<file path="config.mk">
export PLATFORM = sky130hd
export DESIGN_NAME = riscv_fetch_flat
export DESIGN_NICKNAME = d
export VERILOG_FILES = /design/src/rtl/riscv_pkg.sv /design/src/rtl/riscv_fetch_if.sv /design/src/rtl/riscv_fetch_skid.sv /design/src/rtl/riscv_fetch.sv /design/src/flat_wrapper.sv
export SDC_FILE = /design/constraint.sdc
export NUM_CORES = 1
export LEC_CHECK = 0
export CAP_MARGIN = 20
export CORE_UTILIZATION = 44
export DETAILED_ROUTE_END_ITERATION = 8
export GPL_TIMING_DRIVEN = 0
export PLACE_DENSITY_LB_ADDON = 0.3
export SLEW_MARGIN = 30
export SYNTH_ARGS = -nofsm -noshare
export SYNTH_HDL_FRONTEND = slang
export SYNTH_SLANG_ARGS = --single-unit
</file>
<file path="constraint.sdc">
create_clock -name clk -period 3.1 [get_ports clk]
set_input_delay 0.62 -clock clk [delete_from_list [all_inputs] [get_ports clk]]
set_output_delay 0.62 -clock clk [all_outputs]
set_load 0.02 [all_outputs]
</file>
<file path="src/rtl/riscv_pkg.sv">
// riscv_pkg: shared constants and types for the RV32I front end.
//   XLEN              datapath / PC width
//   IMEM_AW           instruction-memory word-address width
//   INSTR_W           instruction word width
//   NOP_INSTR         canonical NOP (addi x0, x0, 0)
//   RESET_PC_DEFAULT  first PC fetched after reset
//   ifid_src_e        which source feeds the IF/ID register on an advancing edge
package riscv_pkg;

   localparam int XLEN    = 32;
   localparam int IMEM_AW = 8;
   localparam int INSTR_W = 32;

   localparam logic [INSTR_W-1:0] NOP_INSTR        = 32'h0000_0013;
   localparam logic [31:0]        RESET_PC_DEFAULT = 32'h0000_0000;

   typedef enum logic [1:0] {
      SRC_BUBBLE = 2'd0,
      SRC_RESP   = 2'd1,
      SRC_SKID   = 2'd2
   } ifid_src_e;

endpackage

</file>
<file path="src/rtl/riscv_fetch_if.sv">
// riscv_fetch_if: request/response bus between the fetch stage and the
// synchronous instruction memory (one-cycle read latency).
//   en     read enable, sampled by the memory on the rising edge
//   addr   word address
//   rdata  data for the address sampled on the previous enabled edge
// Modports: master = fetch stage, slave = memory.
interface riscv_fetch_if #(
   parameter int AW = 8
);
   logic          en;
   logic [AW-1:0] addr;
   logic [31:0]   rdata;

   modport master (output en, output addr, input rdata);
   modport slave  (input en, input addr, output rdata);
endinterface

</file>
<file path="src/rtl/riscv_fetch_skid.sv">
// riscv_fetch_skid: one-entry holding register for a memory response that
// arrived while decode was stalled.
//   clk, rst          clock and synchronous active-high reset
//   load              park (load_pc, load_instr); ignored when clear is high
//   clear             drop the parked entry
//   valid, pc, instr  parked entry
module riscv_fetch_skid
   import riscv_pkg::*;
#(
   parameter int XLEN = riscv_pkg::XLEN
) (
   input  logic               clk,
   input  logic               rst,
   input  logic               load,
   input  logic               clear,
   input  logic [XLEN-1:0]    load_pc,
   input  logic [INSTR_W-1:0] load_instr,
   output logic               valid,
   output logic [XLEN-1:0]    pc,
   output logic [INSTR_W-1:0] instr
);

   always_ff @(posedge clk) begin
      if (rst) begin
         valid <= 1'b0;
         pc    <= '0;
         instr <= NOP_INSTR;
      end else if (clear) begin
         valid <= 1'b0;
      end else if (load) begin
         valid <= 1'b1;
         pc    <= load_pc;
         instr <= load_instr;
      end
   end

endmodule

</file>
<file path="src/rtl/riscv_fetch.sv">
// riscv_fetch: instruction-fetch stage of the pipelined RV32I core.
// Keeps the fetch PC, issues one read per cycle to the instruction memory,
// tracks the single outstanding response, parks it in a skid register when
// decode stalls, and squashes wrong-path work on a redirect.
//   clk, rst        clock, synchronous active-high reset
//   stall           decode cannot accept; IF/ID holds
//   redirect_valid  taken branch/jump from EX; overrides stall
//   redirect_pc     redirect target (low two bits ignored)
//   imem            instruction-memory bus (master side)
//   ifid_*          registered IF/ID bundle; instr is NOP when not valid
//   fetch_count     instructions latched into IF/ID as valid (wraps)
module riscv_fetch
   import riscv_pkg::*;
#(
   parameter int              XLEN     = riscv_pkg::XLEN,
   parameter int              IMEM_AW  = riscv_pkg::IMEM_AW,
   parameter logic [XLEN-1:0] RESET_PC = XLEN'(RESET_PC_DEFAULT)
) (
   input  logic                clk,
   input  logic                rst,
   input  logic                stall,
   input  logic                redirect_valid,
   input  logic [XLEN-1:0]     redirect_pc,
   riscv_fetch_if.master       imem,
   output logic                ifid_valid,
   output logic [XLEN-1:0]     ifid_pc,
   output logic [XLEN-1:0]     ifid_pc4,
   output logic [INSTR_W-1:0]  ifid_instr,
   output logic [31:0]         fetch_count
);

   logic [XLEN-1:0]    fetch_pc_reg;
   logic [XLEN-1:0]    resp_pc_reg;
   logic               resp_valid_reg;

   logic               skid_valid;
   logic [XLEN-1:0]    skid_pc;
   logic [INSTR_W-1:0] skid_instr;
   logic               skid_load;
   logic               skid_clear;

   ifid_src_e          src_sel;
   logic [XLEN-1:0]    src_pc;
   logic [INSTR_W-1:0] src_instr;

   // A read is only issued on edges where the PC actually advances.
   assign imem.en   = ~rst & ~stall & ~redirect_valid;
   assign imem.addr = fetch_pc_reg[IMEM_AW+1:2];

   // The outstanding response is parked only when decode stalls; the
   // one-outstanding-read rule means the skid is always empty at that point.
   assign skid_load  = stall & ~redirect_valid & resp_valid_reg & ~skid_valid;
   // Any advancing edge drains the skid into IF/ID; a redirect discards it.
   assign skid_clear = redirect_valid | ~stall;

   riscv_fetch_skid #(
      .XLEN(XLEN)
   ) u_skid (
      .clk        (clk),
      .rst        (rst),
      .load       (skid_load),
      .clear      (skid_clear),
      .load_pc    (resp_pc_reg),
      .load_instr (imem.rdata),
      .valid      (skid_valid),
      .pc         (skid_pc),
      .instr      (skid_instr)
   );

   // The skid is always older than the live response, so it wins.
   always_comb begin
      src_sel   = SRC_BUBBLE;
      src_pc    = ifid_pc;
      src_instr = NOP_INSTR;
      if (skid_valid) begin
         src_sel   = SRC_SKID;
         src_pc    = skid_pc;
         src_instr = skid_instr;
      end else if (resp_valid_reg) begin
         src_sel   = SRC_RESP;
         src_pc    = resp_pc_reg;
         src_instr = imem.rdata;
      end
   end

   always_ff @(posedge clk) begin
      if (rst) begin
         fetch_pc_reg   <= RESET_PC;
         resp_pc_reg    <= '0;
         resp_valid_reg <= 1'b0;
         ifid_valid     <= 1'b0;
         ifid_pc        <= '0;
         ifid_pc4       <= XLEN'(4);
         ifid_instr     <= NOP_INSTR;
         fetch_count    <= '0;
      end else if (redirect_valid) begin
         // Drop the in-flight read and the IF/ID entry; ifid_pc is kept.
         fetch_pc_reg   <= redirect_pc & ~XLEN'(3);
         resp_valid_reg <= 1'b0;
         ifid_valid     <= 1'b0;
         ifid_instr     <= NOP_INSTR;
      end else if (stall) begin
         resp_valid_reg <= 1'b0;
      end else begin
         resp_pc_reg    <= fetch_pc_reg;
         resp_valid_reg <= 1'b1;
         fetch_pc_reg   <= fetch_pc_reg + XLEN'(4);
         if (src_sel == SRC_BUBBLE) begin
            ifid_valid <= 1'b0;
            ifid_instr <= NOP_INSTR;
         end else begin
            ifid_valid  <= 1'b1;
            ifid_pc     <= src_pc;
            ifid_pc4    <= src_pc + XLEN'(4);
            ifid_instr  <= src_instr;
            fetch_count <= fetch_count + 32'd1;
         end
      end
   end

endmodule

</file>
<file path="src/flat_wrapper.sv">
// flat-port wrapper written by rule: the top's interface ports become plain ports
module riscv_fetch_flat import riscv_pkg::*;
#(
   parameter int              XLEN     = riscv_pkg::XLEN,
   parameter int              IMEM_AW  = riscv_pkg::IMEM_AW,
   parameter logic [XLEN-1:0] RESET_PC = XLEN'(RESET_PC_DEFAULT)
)
  (clk, rst, stall, redirect_valid, redirect_pc, ifid_valid, ifid_pc, ifid_pc4, ifid_instr, fetch_count, imem_en, imem_addr, imem_rdata);
  riscv_fetch_if #(.AW(8)) imem_i ();
  input  logic clk;
  input  logic rst;
  input  logic stall;
  input  logic redirect_valid;
  input  logic [XLEN-1:0] redirect_pc;
  output logic ifid_valid;
  output logic [XLEN-1:0] ifid_pc;
  output logic [XLEN-1:0] ifid_pc4;
  output logic [INSTR_W-1:0] ifid_instr;
  output logic [31:0] fetch_count;
  output wire logic [$bits(imem_i.en)-1:0] imem_en;
  output wire logic [$bits(imem_i.addr)-1:0] imem_addr;
  input wire logic [$bits(imem_i.rdata)-1:0] imem_rdata;
  assign imem_en = imem_i.en;
  assign imem_addr = imem_i.addr;
  assign imem_i.rdata = imem_rdata;
  riscv_fetch #(.XLEN(XLEN), .IMEM_AW(IMEM_AW), .RESET_PC(RESET_PC)) u_core (.clk(clk), .rst(rst), .stall(stall), .redirect_valid(redirect_valid), .redirect_pc(redirect_pc), .imem(imem_i), .ifid_valid(ifid_valid), .ifid_pc(ifid_pc), .ifid_pc4(ifid_pc4), .ifid_instr(ifid_instr), .fetch_count(fetch_count));
endmodule
</file>
# After elaboration in Yosys (flattened, before gate mapping)

Index checks and enable logic that the tools add are counted.

Equal/unequal tests: 1
Mux-type cells: 11
Bitwise gates (word level): 12
Reductions and logical operators: 6
$add $sub $neg: 3

Operators by type and width:

| operator                | number |
|---|---|
| $mux W32                | 7 |
| $add A32 B3 Y32 const B | 2 |
| $add A32 B1 Y32 const B | 1 |
| $not A1 Y1              | 6 |
| $and A1 B1 Y1           | 5 |
| $reduce_and A2 Y1       | 2 |
| $reduce_or A2 Y1        | 2 |
| $mux W1                 | 3 |
| $reduce_and A3 Y1       | 1 |
| $logic_not A2 Y1        | 1 |
| $mux W2                 | 1 |
| $ne A2 B1 Y1 const B    | 1 |
| $or A1 B1 Y1            | 1 |

Register bits: 259
Logic and storage cells: 45
Output and inout port bits: 138
Input port bits: 68

# Depth between registers and ports, before layout

Word-level depth: 5
Gate-level depth with buffers: 13
Depth with buffers taken out: 9

# By module

A second synthesis with hierarchy kept.

Cell total of the unflattened synthesis: 1,429
Area, all modules: 12,210.5 µm²

Modules (own cells, without submodules):

| module           | area an instance (µm²) | cells each | times used | seq. area each (µm²) |
|---|---|---|---|---|
| riscv_fetch      | 9,004.9                | 1,136      | 1          | 3,763.6 |
| riscv_fetch_skid | 3,205.6                | 293        | 1          | 1,301.2 |

# Least setup slack after synthesis

No wires, ideal clock.

Kind: reg-to-reg
From: register u_core.u_skid.valid
To: register u_core.ifid_pc4[22]
Arrival: 2.464 ns
Data required time: 3.009 ns
Slack: 0.545 ns
Clock period less this slack: 2.555 ns
Setup time: 0.091 ns
Buffers on the path: 3
Cell stages (with the launch flop): 13
Path through: dfxtp_1 > buf_2 > buf_4 > buf_2 > nand2_1 > o21a_1 > inv_1 > ha_1 > o211ai_1 > nor2_1 > nand2_1 > or4_1 > a311oi_1

Elaborated cells between the ends (all ways): 6
Classes of those cells: 1 x add/sub; 2 x mux; 1 x bitwise; 2 x reduce/logical

RTL lines:

| item                     | RTL line               | RTL |
|---|---|---|
| start: declaration       | riscv_fetch_skid.sv:18 | `output logic valid,` |
| start signal: assignment | riscv_fetch_skid.sv:25 | `valid <= 1'b0;` |
| start signal: assignment | riscv_fetch_skid.sv:29 | `valid <= 1'b0;` |
| start signal: assignment | riscv_fetch_skid.sv:31 | `valid <= 1'b1;` |
| $mux W32                 | riscv_fetch.sv:75      | `if (skid_valid) begin` |
| via u_core.src_pc[2]     | riscv_fetch.sv:43      | `logic [XLEN-1:0] src_pc;` |
| $add A32 B3 Y32          | riscv_fetch.sv:114     | `ifid_pc4 <= src_pc + XLEN'(4);` |
| end signal: assignment   | riscv_fetch.sv:114     |  |
| end: declaration         | riscv_fetch.sv:27      | `output logic [XLEN-1:0] ifid_pc4,` |

The timed path passes the listed nets, and every way through them passes these cells.
A chain may end at the register's enable or synchronous reset.

# Worst setup path in the final report

From: input port stall
To: output port imem_en

Word-level cells in the longest chain between the ends: 3

Ends and longest elaborated chain:

| item                       | RTL line           | RTL |
|---|---|---|
| start: declaration         | flat_wrapper.sv:12 | `input logic stall;` |
| $not A1 Y1 (no line)       | -                  |  |
| $and A1 B1 Y1 (2 in a row) | riscv_fetch.sv:47  | `assign imem.en = ~rst & ~stall & ~redirect_valid;` |
| end: declaration           | flat_wrapper.sv:20 | `output wire logic [$bits(imem_i.en)-1:0] imem_en;` |

Every way passes these cells.

==> results.cfg <==
[yosys]
yosysUniqueCellTypes = 62
synthArstFlopShare_pct = 0
syn_inst = 1463
yosys-top-cells-area = dfxtp_1 (44%), nand2_1 (9.4%), a21oi_1 (8.8%)
yosysWarningCount = 0
synth_top_area_cell = dfxtp_1
synth_top_area_share_pct = 43.9
postSynthAreaPerCell_um2 = 7.76
ys_seq_area_share_pct = 43.9
ys_seq_elements = 249
synth_edf_count = 0
synthesis.area_mm2 = 0.0114
synthFlopType = dfxtp_1

[job]
drv_cap = 0

[critical_path]
reg2reg_depth = 9
rr_startpoint = u_core.u_skid.valid
cp_slowest_stage_delay_ns = 0.45
critical_path_depth = 6
worstPathRequired_ns = 2.48
crit_type = input pin to output port
ff2ff_setup_slack_ns = 0.10
cp-startpoint = stall
critPathBufInv = 4
worst_ep_arrival_time_ns = 2.39
crit_chain = clkdlybuf4s50_1 > clkbuf_4 > or2_2 > buf_4 > nor2_1 > clkdlybuf4s15_2
crit_path_start_kind = input pin
cp_max_fo = 19
cp-end-kind = output port
slowest_stage = clkdlybuf4s50_1
path_delay_family = buffers and inverters

[floorplan]
die_w_um = 163
die-area_mm2 = 0.0265
initial_core_util_pct = 45.0
die_y_um = 163
io_pins = 206
core_mm2 = 0.0253
core.rowCount = 58

[clocking]
clock_path_buffers = 3
tritoncts = built
cts-root-buf = clkbuf_16
htreeDepth = 1
cts_hold_buffers = 0
numCtsBuffers = 27
path_clk_slew_ns = 0.06
cts.sinks = 249
insertion_delay_ns = 0.55

[hold_path]
min_path_type = flop to flop
holdPathStages = 2
min_from = u_core.u_skid.pc[27]

[outcome]
status = complete, no violations

[power]
power_mw = 7.12
leakagePower_nw = 5.10
vdd_drop_max_uv = 359
powerDensity_mw_per_mm2 = 482

[cells_and_area]
instances_no_fill = 2048
layout.nets = 1769
syn_to_final_growth_pct = 30.0
drive_above_1_share_pct = 6.69
fin_util_pct = 58.5
mostFrequentLayoutCells = nand2_1 (283), dfxtp_1 (248), a21oi_1 (199), clkdlybuf4s50_1 (197), nor2_1 (178)
final_area_mm2 = 0.0148
final_common_cell = nand2_1
antennaDiodeCount = 0
reg.largest.list = u_core.fetch_count x32, u_core.ifid_instr x32, u_core.u_skid.instr x32

[route]
ant_nets = 0
finalWirelength_mm = 37.1
drt-pass1-iter-count = 6
vias_per_cell = 5.60
vias = 11500
drtIter0Drc = 947
drc_errors = 0
drt-wirelength-per-cell_um = 18.1

[placement]
dp.cells = 1994
portBuffers = 198
place_area_mm2 = 0.0138
dpl.hpwl_mm = 27.5
place_ws_ns = -1.10
gp_congestion = 0.939

[global_routing]
antenna_found_initial = 0
overflow = 0
grt_pass1_vias = 10800
grt_max_degree = 20
grt_pass1_wl_mm = 57.9
grtUsageTotal_pct = 27.7

[timing]
finalCriticalPeriod_ns = 3.01
finalSetupTns_ns = 0
fin_skew_ns = 0.00976
worstMarginPinSlew_ns = 0.839
max_slew_margin_pct = 44.1
post-route-period-util_pct = 97.2
hold_violations = 0
final.setup.worst_slack_ns = 0.0875
grt_setup_unrepaired = yes
finalSetupViolations = 0
whs_ns = 0.453
fmax_mhz = 332
finalMaxSlewViolations = 0
==> cell usage after synthesis, types with 15 or more instances <==
cell type / count
nand3_1: 31
mux2i_1: 31
xor2_1: 23
nand2_1: 283
a21oi_1: 199
xnor2_1: 29
and3_1: 40
clkbuf_1: 82
inv_1: 15
a211oi_1: 18
o21ai_0: 29
nand4_1: 25
nor3_1: 24
dfxtp_1: 249
nor2_1: 181
nor4_1: 21
==> routing by layer <==
metal  track usage, %  vias to the layer above  share of wire, %
met5                0                        -                 0
met2             43.2                      515                44
met1             37.6                     5334                44
met3             4.41                      100               8.0
li1                 -                     5519                 -
met4             12.6                        0               4.2
==> report_power, final <==
group / switching (mW) / internal [mW] / total (mW)
clock network: 1.34 / 1.92 / 3.26
logic: 0.315 / 0.224 / 0.539
registers: 0.0627 / 3.26 / 3.32
total: 1.72 / 5.40 / 7.12
==> cell type report <==
cell class / instances / area [um^2]
Clock buffer: 39 / 781
Multi-Input combinational cell: 1082 / 5820
Fill cell: 2371 / 10500
Inverter: 17 / 67.6
Buffer: 117 / 553
Sequential cell: 249 / 4990
Clock inverter: 10 / 118
Timing Repair Buffer: 204 / 2030
Tap cell: 330 / 413
==> worst reg2reg max path: cells and delay by family, from the launching register on <==
kind | cells | cell delay [ns]
buffers and inverters | 6 | 1.72
AO/OA/AOI/OAI | 2 | 0.63
flip-flops | 1 | 0.42
AND/OR/NAND/NOR | 1 | 0.08
==> final timing paths <==
check                          to
max                       imem_en
min          u_core.u_skid.pc[27]
max reg2reg    u_core.ifid_pc4[9]
min reg2reg  u_core.u_skid.pc[27]
==> cell families after synthesis <==
kind of cell	count (synthesis)	share of synthesized area (%)
adders and majority gates	3	0.331
xor gates and xnor gates	52	4.01
DFF	249	43.9
muxes	42	3.85
buffers and inverters	135	5.21
and+or+nand+nor	663	26.5
other	1	0.0330
AOI/OAI and AO/OA	318	16.2
==> repair_timing <==
item / in CTS / in global routing
buffers inserted: 3 / 3
setup endpoints to repair: 64 / 74
gates resized for setup: 18 / 22
pin swaps: 1 / 3
(Power assumes the default switching activity.)
